`config.mk`:
```
export PLATFORM = sky130hd
export DESIGN_NAME = wb_arbiter_flat
export DESIGN_NICKNAME = d
export VERILOG_FILES = /design/src/rtl/wb_arbiter_if.sv /design/src/rtl/wb_arbiter.sv /design/src/flat_wrapper.sv
export SDC_FILE = /design/constraint.sdc
export NUM_CORES = 1
export LEC_CHECK = 0
export CORE_MARGIN = 2
export CORE_UTILIZATION = 53
export DETAILED_ROUTE_END_ITERATION = 8
export PLACE_DENSITY_LB_ADDON = 0.25
export SLEW_MARGIN = 15
export SYNTH_ARGS = -nofsm -noshare
export SYNTH_HDL_FRONTEND = slang
export SYNTH_SLANG_ARGS = --single-unit
```
`constraint.sdc`:
```
create_clock -name clk -period 2.6 [get_ports clk]
set_input_delay 0.52 -clock clk [delete_from_list [all_inputs] [get_ports clk]]
set_output_delay 0.52 -clock clk [all_outputs]
set_load 0.05 [all_outputs]
```
`src/rtl/wb_arbiter_if.sv`:
```
// Bundle of the writeback arbiter's producer-side and regfile-side signals.
// The master side is whoever drives the ALU/B results; the slave side is the arbiter.
interface wb_arbiter_if #(
  parameter int DSIZE = 16,
  parameter int ASIZE = 4,
  parameter int DEPTH = 4
);
  logic                     a_valid;
  logic [ASIZE-1:0]         a_addr;
  logic [DSIZE-1:0]         a_data;
  logic                     stall_a;
  logic                     b_valid;
  logic                     b_ready;
  logic [ASIZE-1:0]         b_addr;
  logic [DSIZE-1:0]         b_data;
  logic                     wen;
  logic [ASIZE-1:0]         waddr;
  logic [DSIZE-1:0]         wdata;
  logic [$clog2(DEPTH):0]   fifo_count;

  modport master (
    output a_valid, a_addr, a_data, b_valid, b_addr, b_data,
    input  stall_a, b_ready, wen, waddr, wdata, fifo_count
  );

  modport slave (
    input  a_valid, a_addr, a_data, b_valid, b_addr, b_data,
    output stall_a, b_ready, wen, waddr, wdata, fifo_count
  );
endinterface

```
`src/rtl/wb_arbiter.sv`:
```
// Regfile writeback arbiter: single-cycle ALU results have priority, long-latency
// results queue in a small FIFO, and a starvation counter briefly stalls the ALU.
module wb_arbiter #(
  parameter int DSIZE      = 16,
  parameter int ASIZE      = 4,
  parameter int DEPTH      = 4,
  parameter int STARVE_MAX = 3
) (
  input logic         clk,
  input logic         rst,
  wb_arbiter_if.slave bus
);
  localparam int PW = $clog2(DEPTH);
  localparam int CW = PW + 1;
  localparam int SW = (STARVE_MAX < 2) ? 1 : $clog2(STARVE_MAX + 1);
  localparam logic [CW-1:0] FULL = CW'(DEPTH);
  localparam logic [SW-1:0] SMAX = SW'(STARVE_MAX);

  logic [ASIZE-1:0] fifo_addr [DEPTH];
  logic [DSIZE-1:0] fifo_data [DEPTH];

  logic [PW-1:0]    wr_ptr_q, wr_ptr_d;
  logic [PW-1:0]    rd_ptr_q, rd_ptr_d;
  logic [CW-1:0]    count_q, count_d;
  logic [SW-1:0]    starve_q, starve_d;
  logic             wen_q, wen_d;
  logic [ASIZE-1:0] waddr_q, waddr_d;
  logic [DSIZE-1:0] wdata_q, wdata_d;

  logic             stall, not_full, fifo_empty;
  logic             push, pop, grant_a, granted;
  logic [ASIZE-1:0] sel_addr;
  logic [DSIZE-1:0] sel_data;

  assign stall      = (starve_q == SMAX);
  assign not_full   = (count_q != FULL);
  assign fifo_empty = (count_q == '0);

  assign bus.stall_a    = stall;
  assign bus.b_ready    = not_full;
  assign bus.fifo_count = count_q;
  assign bus.wen        = wen_q;
  assign bus.waddr      = waddr_q;
  assign bus.wdata      = wdata_q;

  always_comb begin
    push     = bus.b_valid && not_full;
    grant_a  = bus.a_valid && !stall;
    pop      = !grant_a && !fifo_empty;
    granted  = grant_a || pop;
    sel_addr = grant_a ? bus.a_addr : fifo_addr[rd_ptr_q];
    sel_data = grant_a ? bus.a_data : fifo_data[rd_ptr_q];

    // r0 writes are consumed like any other but never reach the regfile
    wen_d   = granted && (sel_addr != '0);
    waddr_d = granted ? sel_addr : waddr_q;
    wdata_d = granted ? sel_data : wdata_q;

    wr_ptr_d = push ? wr_ptr_q + PW'(1) : wr_ptr_q;
    rd_ptr_d = pop  ? rd_ptr_q + PW'(1) : rd_ptr_q;

    count_d = count_q;
    if (push && !pop)      count_d = count_q + CW'(1);
    else if (!push && pop) count_d = count_q - CW'(1);

    // A push into an empty FIFO holds the count; losing starts on the next cycle
    starve_d = starve_q;
    if (pop)                           starve_d = '0;
    else if (grant_a && !fifo_empty)   starve_d = stall ? SMAX : starve_q + SW'(1);
    else if (fifo_empty && !push)      starve_d = '0;
  end

  always_ff @(posedge clk or posedge rst) begin
    if (rst) begin
      wr_ptr_q <= '0;
      rd_ptr_q <= '0;
      count_q  <= '0;
      starve_q <= '0;
      wen_q    <= 1'b0;
      waddr_q  <= '0;
      wdata_q  <= '0;
    end else begin
      wr_ptr_q <= wr_ptr_d;
      rd_ptr_q <= rd_ptr_d;
      count_q  <= count_d;
      starve_q <= starve_d;
      wen_q    <= wen_d;
      waddr_q  <= waddr_d;
      wdata_q  <= wdata_d;
    end
  end

  // Storage is data only; stale entries are unreachable once the count is cleared
  always_ff @(posedge clk) begin
    if (push) begin
      fifo_addr[wr_ptr_q] <= bus.b_addr;
      fifo_data[wr_ptr_q] <= bus.b_data;
    end
  end
endmodule

```
`src/flat_wrapper.sv`:
```
// flat-port wrapper written by rule: the top's interface ports become plain ports
module wb_arbiter_flat 
#(
  parameter int DSIZE      = 16,
  parameter int ASIZE      = 4,
  parameter int DEPTH      = 4,
  parameter int STARVE_MAX = 3
)
  (clk, rst, bus_a_valid, bus_a_addr, bus_a_data, bus_b_valid, bus_b_addr, bus_b_data, bus_stall_a, bus_b_ready, bus_wen, bus_waddr, bus_wdata, bus_fifo_count);
  wb_arbiter_if #(.DSIZE(DSIZE), .ASIZE(ASIZE), .DEPTH(DEPTH)) bus_i ();
  input logic clk;
  input logic rst;
  input wire logic [$bits(bus_i.a_valid)-1:0] bus_a_valid;
  input wire logic [$bits(bus_i.a_addr)-1:0] bus_a_addr;
  input wire logic [$bits(bus_i.a_data)-1:0] bus_a_data;
  input wire logic [$bits(bus_i.b_valid)-1:0] bus_b_valid;
  input wire logic [$bits(bus_i.b_addr)-1:0] bus_b_addr;
  input wire logic [$bits(bus_i.b_data)-1:0] bus_b_data;
  output wire logic [$bits(bus_i.stall_a)-1:0] bus_stall_a;
  output wire logic [$bits(bus_i.b_ready)-1:0] bus_b_ready;
  output wire logic [$bits(bus_i.wen)-1:0] bus_wen;
  output wire logic [$bits(bus_i.waddr)-1:0] bus_waddr;
  output wire logic [$bits(bus_i.wdata)-1:0] bus_wdata;
  output wire logic [$bits(bus_i.fifo_count)-1:0] bus_fifo_count;
  assign bus_i.a_valid = bus_a_valid;
  assign bus_i.a_addr = bus_a_addr;
  assign bus_i.a_data = bus_a_data;
  assign bus_i.b_valid = bus_b_valid;
  assign bus_i.b_addr = bus_b_addr;
  assign bus_i.b_data = bus_b_data;
  assign bus_stall_a = bus_i.stall_a;
  assign bus_b_ready = bus_i.b_ready;
  assign bus_wen = bus_i.wen;
  assign bus_waddr = bus_i.waddr;
  assign bus_wdata = bus_i.wdata;
  assign bus_fifo_count = bus_i.fifo_count;
  wb_arbiter #(.DSIZE(DSIZE), .ASIZE(ASIZE), .DEPTH(DEPTH), .STARVE_MAX(STARVE_MAX)) u_core (.clk(clk), .rst(rst), .bus(bus_i));
endmodule
```
Word level (Yosys, flattened, before mapping). Memory sizes are Yosys's and may differ from the RTL's. Cells that the tools add are included.

Output and inout port bits: 26. Bits of input ports: 44. Memories kept: 2. Bits in writable memories: 80. Register bits: 30. Logic and storage cells: 44.

Mux-type cells: 10. Equal/unequal tests: 2. $add $sub $neg: 5. Reduce and logical (&&, ||, !) cells: 18.

Memories: u_core.fifo_data (depth 4, bits a word 16, read ports 1, clocked after memory_dff 0, write ports 1, line wb_arbiter.sv:20) `logic [DSIZE-1:0] fifo_data [DEPTH];`; u_core.fifo_addr (depth 4, bits a word 4, read ports 1, clocked after memory_dff 0, write ports 1, line wb_arbiter.sv:19) `logic [ASIZE-1:0] fifo_addr [DEPTH];`.

Operators by type and width (number): two-way mux 16 bit (1); logical AND 1 bit (8); two-way mux 2 bit (4); adder 2 x 1 -> 2 bit, second input constant (3); two-way mux 3 bit (2); logical NOT 1 bit (5); two-way mux 4 bit (1); nonzero test 4 bit (1); adder 3 x 1 -> 3 bit, second input constant (1); logical NOT 3 bit (1); != test 3 bit, second input constant (1); nonzero test 3 bit (1); subtractor 3 x 1 -> 3 bit, second input constant (1); == test 2 bit, second input constant (1); two-way mux 1 bit (2); nonzero test 2 bit (1); logical OR 1 bit (1).

Longest topological paths before layout. Gate-level depths: netlist of the first run.

Depth after elaboration: 8. Gate-level depth with buffers: 10. Depth with buffers taken out: 9.

Least setup slack after synthesis of the first run. OpenSTA, ideal clock, no wires.

Path type: register to register. Start point: register u_core.count_q[2], in the netlist u_core.bus.fifo_count[2]. End point: register u_core.count_q[1], in the netlist u_core.bus.fifo_count[1]. Path slack: 0.048 ns. Library setup time: 0.125 ns. Stages on the path, launching flop included: 7. Period minus slack after synthesis: 2.552 ns. Required time: 2.475 ns. Data arrival time: 2.427 ns. Path buffers: 0. Path through: dfrtp_1 > nand2_1 > and2_0 > ha_1 > inv_1 > fa_1 > mux2_2.

Elaborated cells between the ends (all ways): 11. Those cells by class: eq/ne (1); mux (1); reduce/logical (9).

RTL lines: start: declaration (line wb_arbiter.sv:24) `logic [CW-1:0] count_q, count_d;`; start signal: assignment (line wb_arbiter.sv:85) `count_q <= count_d;`; != test 3 bit (line wb_arbiter.sv:36) `assign not_full = (count_q != FULL);`; net bus_b_ready (line flat_wrapper.sv:20) `output wire logic [$bits(bus_i.b_ready)-1:0] bus_b_ready;`; logical AND 1 bit (line wb_arbiter.sv:47) `push = bus.b_valid && not_full;`; logical AND 1 bit (line wb_arbiter.sv:63) `if (push && !pop) count_d = count_q + CW'(1);`; two-way mux 3 bit (line wb_arbiter.sv:63); net u_core.count_d[1] (line wb_arbiter.sv:24).

The timed path passes the listed nets, and every way through them passes these cells. A chain may end at the register's enable or synchronous reset.

Worst setup path in the final report of the first run.
Start point: register u_core.count_q[0], in the netlist u_core.bus.fifo_count[0]. End point: output port bus_b_ready.

Cells in the longest elaborated chain, start to end: 1.

Ends and longest elaborated chain (line): != test 3 bit (wb_arbiter.sv:36); end: declaration (flat_wrapper.sv:20).

No other way between the ends.

==> impl_metrics.tcl, run 1 <==
set metrics [dict create \
    fin_area_sq_um 5440 \
    min_path_type "primary input to async pin" \
    vias 2298 \
    cts.path.max_buffers 2 \
    seqPwrFrac_pct 43.5 \
    post-route-period-util_pct 93.6 \
    clock_skew_ps 11.2 \
    rsz0062_at_grt "false" \
    cts_resized 0 \
    cts-htree-levels 3 \
    vdd_drop_max_mv 0.533 \
    grt-ovfl-total 0 \
    netSwitchingFraction_pct 36.7 \
    max_freq_mhz 411 \
    crit_type "register to output port" \
    drt-total-wl_mm 7.60 \
    grt_max_degree 38 \
    fp.dieH_um 94.8 \
    boundaryPins 70 \
    startpoint_type "register" \
    p_int_mw 3.88 \
    ctsRootBufferMaster "clkbuf_8" \
    async_reset_ff_share_pct 27.3 \
    p_clk_share_pct 16.7 \
    relSlewSlack_pct 61.5 \
    p_comb_share_pct 39.8 \
    tightest_slew_ps 577 \
    yosys.area.top_type_share_pct 54.9 \
    multi_input_area_sq_um 1150 \
    power_per_cell_area_nw_per_um2 1130 \
    clock-sinks 110 \
    setup_ws_ps 167 \
    cts_hold_buf 0 \
    leakage_nw 2.08 \
    seq_area_sq_um 3150 \
    r2r_cells 9 \
    fin_tns_setup_ps 0 \
    critPathMaxFanout 6 \
    remaining_drc_errors 0 \
    fp.coreArea_sq_um 8090 \
    clk-insertion-delay-late_ps 360 \
    gp_congestion 0.760 \
    fp-row-count 33 \
    dieArea_sq_um 8990 \
    status "completed" \
    hold_violations 0 \
    antenna_found_initial 0 \
    synth_edf_count 80 \
    drv_cap 0 \
    viasPerCell 5.28 \
    nFillCells 609 \
    antennaDiodeCount 0 \
    crit_required_ps 2080 \
    first_iter_violations 143 \
    grt_pass1_wl_mm 12.0 \
    ys.flop_type "edfxtp_1" \
    min_period_ps 2430 \
    ys_top_cells_by_area "edfxtp_1 (55%), dfrtp_1 (17%), mux4_2 (6.7%)" \
    track_usage_pct 18.3 \
    path_clk_slew_ps 100 \
    ys_ff_latch 110 \
    detailed_place_hpwl_mm 5.04 \
    start_util_pct 54.0 \
    avgSynthCellArea_sq_um 17.9 \
    place_area_sq_um 5240 \
    yosys.area.top_type "edfxtp_1" \
    yosys_warnings 0 \
    setup_violations 0 \
    cts_tree "built" \
    wl_per_cell_um 17.5 \
    firstDrtPassIters 4 \
    synth_nets 294 \
    die_w_um 94.8 \
    whs_ps 542 \
    syn_to_final_growth_pct 24.4 \
    numPortBuffers 69 \
    synth_seq_area_share_pct 72.1 \
    ys_types 30 \
    p_sw_mw 2.25 \
    syn_area_sq_um 4370 \
    worstPathArrival_ps 1910 \
    cts_made_buffers 9 \
    ant_nets 0 \
    endpoint_kind "output port" \
    slew_violations 0 \
    post-place-ws_ps 186 \
    post_cts_buffers 0 \
    postSynthCellCount 244 \
    drive_gt1_share_pct 13.3 \
    grt_pass1_vias 2377 \
    final_nets 375 \
]
==> metal layers <==
| layer | global-route usage (%) | part of all wire [%] | vias to the layer above |
|---|---|---|---|
| li1 | - | - | 1098 |
| met1 | 24.2 | 43 | 1133 |
| met2 | 31.0 | 51 | 59 |
| met3 | 3.67 | 4.9 | 8 |
| met4 | 5.43 | 1.3 | 0 |
| met5 | 0 | 0 | - |
==> logic make-up (layout without fill, tap and decap cells) <==
kind of cell	Yosys count	count (layout)	synth area share, %
flops	110	110	72.1
mux	42	42	16.0
simple gates	40	40	4.15
compound gates	24	24	2.86
buf+inv	16	102	1.80
fa+ha+maj	6	6	1.89
xor+xnor	6	6	1.20
==> power by group through the flow <==
stage                     clock network (mW)  logic (mW)  registers, mW
after floorplan                            0        1.15           3.22
after global placement                     0        2.43           2.69
after detailed placement                   0        2.47           2.71
after CTS                               1.05        2.47           2.67
after global routing                    1.12        2.61           2.71
final                                   1.02        2.44           2.66
==> critical path: stages (launching register included) <==
cell and delay (ps):
dfrtp_1 490, nor2_1 70, nand2_1 160, clkdlybuf4s50_1 830
==> worst paths after layout <==
check / to / slack, ps / startpoint
max: bus_b_ready / 170 / u_core.bus.fifo_count[0]$_DFFE_PP0P_
min: u_core.bus.fifo_count[0]$_DFFE_PP0P_ / 540 / rst
max reg2reg: u_core.bus.fifo_count[2]$_DFFE_PP0P_ / 510 / u_core.bus.fifo_count[0]$_DFFE_PP0P_
min reg2reg: u_core.bus.waddr[2]$_DFFE_PP0P_ / 550 / u_core.bus.waddr[2]$_DFFE_PP0P_
max in group asynchronous: u_core.bus.wdata[15]$_DFFE_PP0P_ / 1750 / rst
min in group clk: u_core.bus.waddr[2]$_DFFE_PP0P_ / 550 / u_core.bus.waddr[2]$_DFFE_PP0P_
==> through the flow <==
step / total power [mW] / cells / util, %
floorplan: 4.36 / 244 / -
global placement: 5.11 / 419 / 64.7
detailed placement: 5.18 / 419 / 64.7
CTS: 6.19 / 435 / 67.2
global route: 6.44 / 435 / 67.2
finish: 6.13 / 435 / 67.2
==> layout make-up <==
cell class,instances,share of cell area (%)
multi-input cells,118,21.2
clock inverters,7,1.47
well taps,105,2.41
clock buffers,9,2.28
flip-flops and latches,110,58.0
inverters,5,0.345
repair buffers,81,14.4
==> registers in the layout, summed over array words and instances (netlist names) <==
signal and cells:
u_core.bus.wen 1, u_core.fifo_addr 16, u_core.bus.fifo_count 3, u_core.fifo_data 64
u_core.starve_q 2, u_core.bus.wdata 16, u_core.wr_ptr_q 2, u_core.bus.waddr 4
u_core.rd_ptr_q 2
==> layout by cell type, fill, tap and decap left out <==
cell             synthesis  final
clkbuf_8                 0      9
fa_1                     1      1
nor3_1                   1      1
nor2_1                   7      7
mux2_2                   2      2
mux2i_1                 20     20
buf_4                    2     12
edfxtp_1                80     80
mux4_1                   7      7
dfrtp_1                 30     30
a21boi_4                 0      1
o21ai_0                 18     18
nand4_1                  1      1
bufinv_16                0      1
nand2_1                 20     20
nand2b_1                 1      1
clkinvlp_4               0      1
inv_6                    0      2
nor3b_1                  1      1
inv_8                    0      1
clkinv_4                 0      1
clkdlybuf4s50_1          0     69
and2_1                   2      2
and2_0                   1      1
ha_1                     5      5
clkinv_2                 0      1
mux4_2                  13     13
nand3_1                  1      1
and3_1                   4      4
or3_1                    1      1
xor2_1                   3      3
a21o_1                   1      1
a21oi_1                  4      4
xnor2_1                  3      3
inv_1                    5      5
==> cell usage after synthesis, types with 4 or more instances <==
library cell and n:
a21oi_1 4, and3_1 4, mux2i_1 20, nor2_1 7
edfxtp_1 80, o21ai_0 18, nand2_1 20, inv_1 5
ha_1 5, clkbuf_1 5, mux4_1 7, mux4_2 13
dfrtp_1 30
(Power assumes the default switching activity.)
==> run 2: changes to the inputs <==
--- a/config.mk
+++ b/config.mk
@@ -8,7 +8,7 @@
 export CORE_MARGIN = 2
 export CORE_UTILIZATION = 53
 export DETAILED_ROUTE_END_ITERATION = 8
-export PLACE_DENSITY_LB_ADDON = 0.25
+export PLACE_DENSITY = 0.86
 export SLEW_MARGIN = 15
 export SYNTH_ARGS = -nofsm -noshare
 export SYNTH_HDL_FRONTEND = slang
==> run 2 against run 1 <==
- critical path depth did not move
- global-route usage rose by 1.3 points
- routed wire length rose by 8.1%
- sequential share of layout area fell by 0.093 points
- first-iteration DRC count rose by 8.4%
- register-to-register slack barely moved
- flip-flop and latch count did not move
- core utilization rose by 0.11 points
- die area did not move
- via count rose by 3.6%
- clock skew rose by 6.8 ps
- critical path type unchanged
==> impl_metrics.tcl, run 2 (synthesis results as in run 1) <==
set metrics [dict create \
    status "completed" \
    ctsRootBufferMaster "clkbuf_8" \
    tightest_slew_ps 949 \
    fp.coreArea_sq_um 8090 \
    grt-ovfl-total 0 \
    rsz0062_at_grt "false" \
    setup_ws_ps 196 \
    worst_path_dominant_cell_family "buffers and inverters" \
    cts_hold_buf 0 \
    cts_resized 0 \
    start_util_pct 54.0 \
    critPathMaxFanout 6 \
    drt-total-wl_mm 8.22 \
    worstPathArrival_ps 1880 \
    firstDrtPassIters 4 \
    remaining_drc_errors 0 \
    detailed_place_hpwl_mm 5.45 \
    boundaryPins 70 \
    wl_per_cell_um 18.8 \
    vias 2381 \
    antenna_found_initial 0 \
    crit_required_ps 2080 \
    place_area_sq_um 5240 \
    drv_cap 0 \
    power_per_cell_area_nw_per_um2 1140 \
    vdd_drop_max_mv 0.482 \
    post-place-ws_ps 180 \
    layout_commonest_cell "edfxtp_1" \
    largest_reg_flops 64 \
    hold_violations 0 \
    grt_pass1_vias 2446 \
    track_usage_pct 19.6 \
    first_iter_violations 155 \
    power.total_mw 6.19 \
    crit_type "register to output port" \
    final_nets 376 \
    leakage_nw 2.09 \
    cts_made_buffers 9 \
    dieArea_sq_um 8990 \
    drive_gt1_share_pct 13.6 \
    ant_nets 0 \
    final_cells 436 \
    gp_congestion 0.791 \
    min_period_ps 2400 \
    crit_chain "nor2_1 > nand2_1 > clkdlybuf4s50_1" \
    fin_tns_setup_ps 0 \
    path_clk_slew_ps 110 \
    fin_area_sq_um 5450 \
    startpoint_type "register" \
    layout_common_cells "edfxtp_1 (80), clkdlybuf4s50_1 (69), dfrtp_1 (30)" \
    max_freq_mhz 416 \
    numPortBuffers 69 \
    post_cts_buffers 0 \
    grt_max_degree 38 \
    slew_violations 0 \
    regMostFlops "u_core.fifo_data" \
    fin_util_pct 67.3 \
    grt_pass1_wl_mm 12.7 \
    cts-htree-levels 3 \
    die_w_um 94.8 \
    viasPerCell 5.46 \
    critPathBufInv 1 \
    cts.path.max_buffers 2 \
    endpoint_kind "output port" \
    antennaDiodeCount 0 \
    max_stage_delay_ps 840 \
    cts_tree "built" \
    whs_ps 549 \
    post-route-period-util_pct 92.5 \
    dp.cells 420 \
    clock_skew_ps 17.9 \
    setup_violations 0 \
    clock-sinks 110 \
    clk-insertion-delay-late_ps 360 \
    syn_to_final_growth_pct 24.6 \
    fp-row-count 33 \
    fp.dieH_um 94.8 \
    min_path_type "primary input to async pin" \
    cpMaxStageDelayCell "clkdlybuf4s50_1" \
    relSlewSlack_pct 36.8 \
]
run 2: cell count changes in the layout (fill, tap and decap cells not counted), sizes merged:
cell    before  now
buf         12   13
clkinv       2    3
inv          8    7
run 2: final cells by class:
class / instances / area (sq um)
fill: 547 / 2640
multi-input combinational: 118 / 1150
sequential: 110 / 3150
clock inverter: 7 / 81.3
tap: 105 / 131
timing repair buffer: 82 / 788
clock buffer: 9 / 124
inverter: 5 / 18.8
run 2: metal layers:
| metal | global-route usage (%) | part of all wire, % | vias to the layer above |
|---|---|---|---|
| met5 | 0 | 0 | - |
| li1 | - | - | 1095 |
| met2 | 33.9 | 53 | 67 |
| met4 | 6.16 | 0.95 | 0 |
| met3 | 3.59 | 5.0 | 8 |
| met1 | 25.2 | 41 | 1211 |
run 2: worst min-delay path: stages:
cell and delay (ps):
clkdlybuf4s50_1 400, inv_1 50, buf_4 390
run 2: worst paths after layout:
| check | slack [ps] | cells past startpoint | end | start |
|---|---|---|---|---|
| max | 200 | 3 | bus_b_ready | u_core.bus.fifo_count[0]$_DFFE_PP0P_ |
| min | 550 | 3 | u_core.bus.wdata[2]$_DFFE_PP0P_ | rst |
| max reg2reg | 500 | 9 | u_core.bus.fifo_count[2]$_DFFE_PP0P_ | u_core.bus.fifo_count[0]$_DFFE_PP0P_ |
| min reg2reg | 550 | 2 | u_core.bus.waddr[1]$_DFFE_PP0P_ | u_core.bus.waddr[1]$_DFFE_PP0P_ |
| max in group asynchronous | 1720 | 3 | u_core.bus.waddr[0]$_DFFE_PP0P_ | rst |
| min in group clk | 550 | 2 | u_core.bus.waddr[1]$_DFFE_PP0P_ | u_core.bus.waddr[1]$_DFFE_PP0P_ |
run 2: power breakdown:
| part | leakage (nW) | internal [mW] | switching, mW |
|---|---|---|---|
| clock | 0.103 | 0.457 | 0.572 |
| combinational | 0.896 | 1.06 | 1.45 |
| sequential | 1.09 | 2.38 | 0.276 |
| total | 2.09 | 3.90 | 2.29 |
==> run 3: changes to the inputs <==
--- a/config.mk
+++ b/config.mk
@@ -5,6 +5,7 @@
 export SDC_FILE = /design/constraint.sdc
 export NUM_CORES = 1
 export LEC_CHECK = 0
+export CAP_MARGIN = 20
 export CORE_MARGIN = 2
 export CORE_UTILIZATION = 53
 export DETAILED_ROUTE_END_ITERATION = 8
==> results of run 3 <==
Final layout, timing and power as in run 2 (identical DEF).
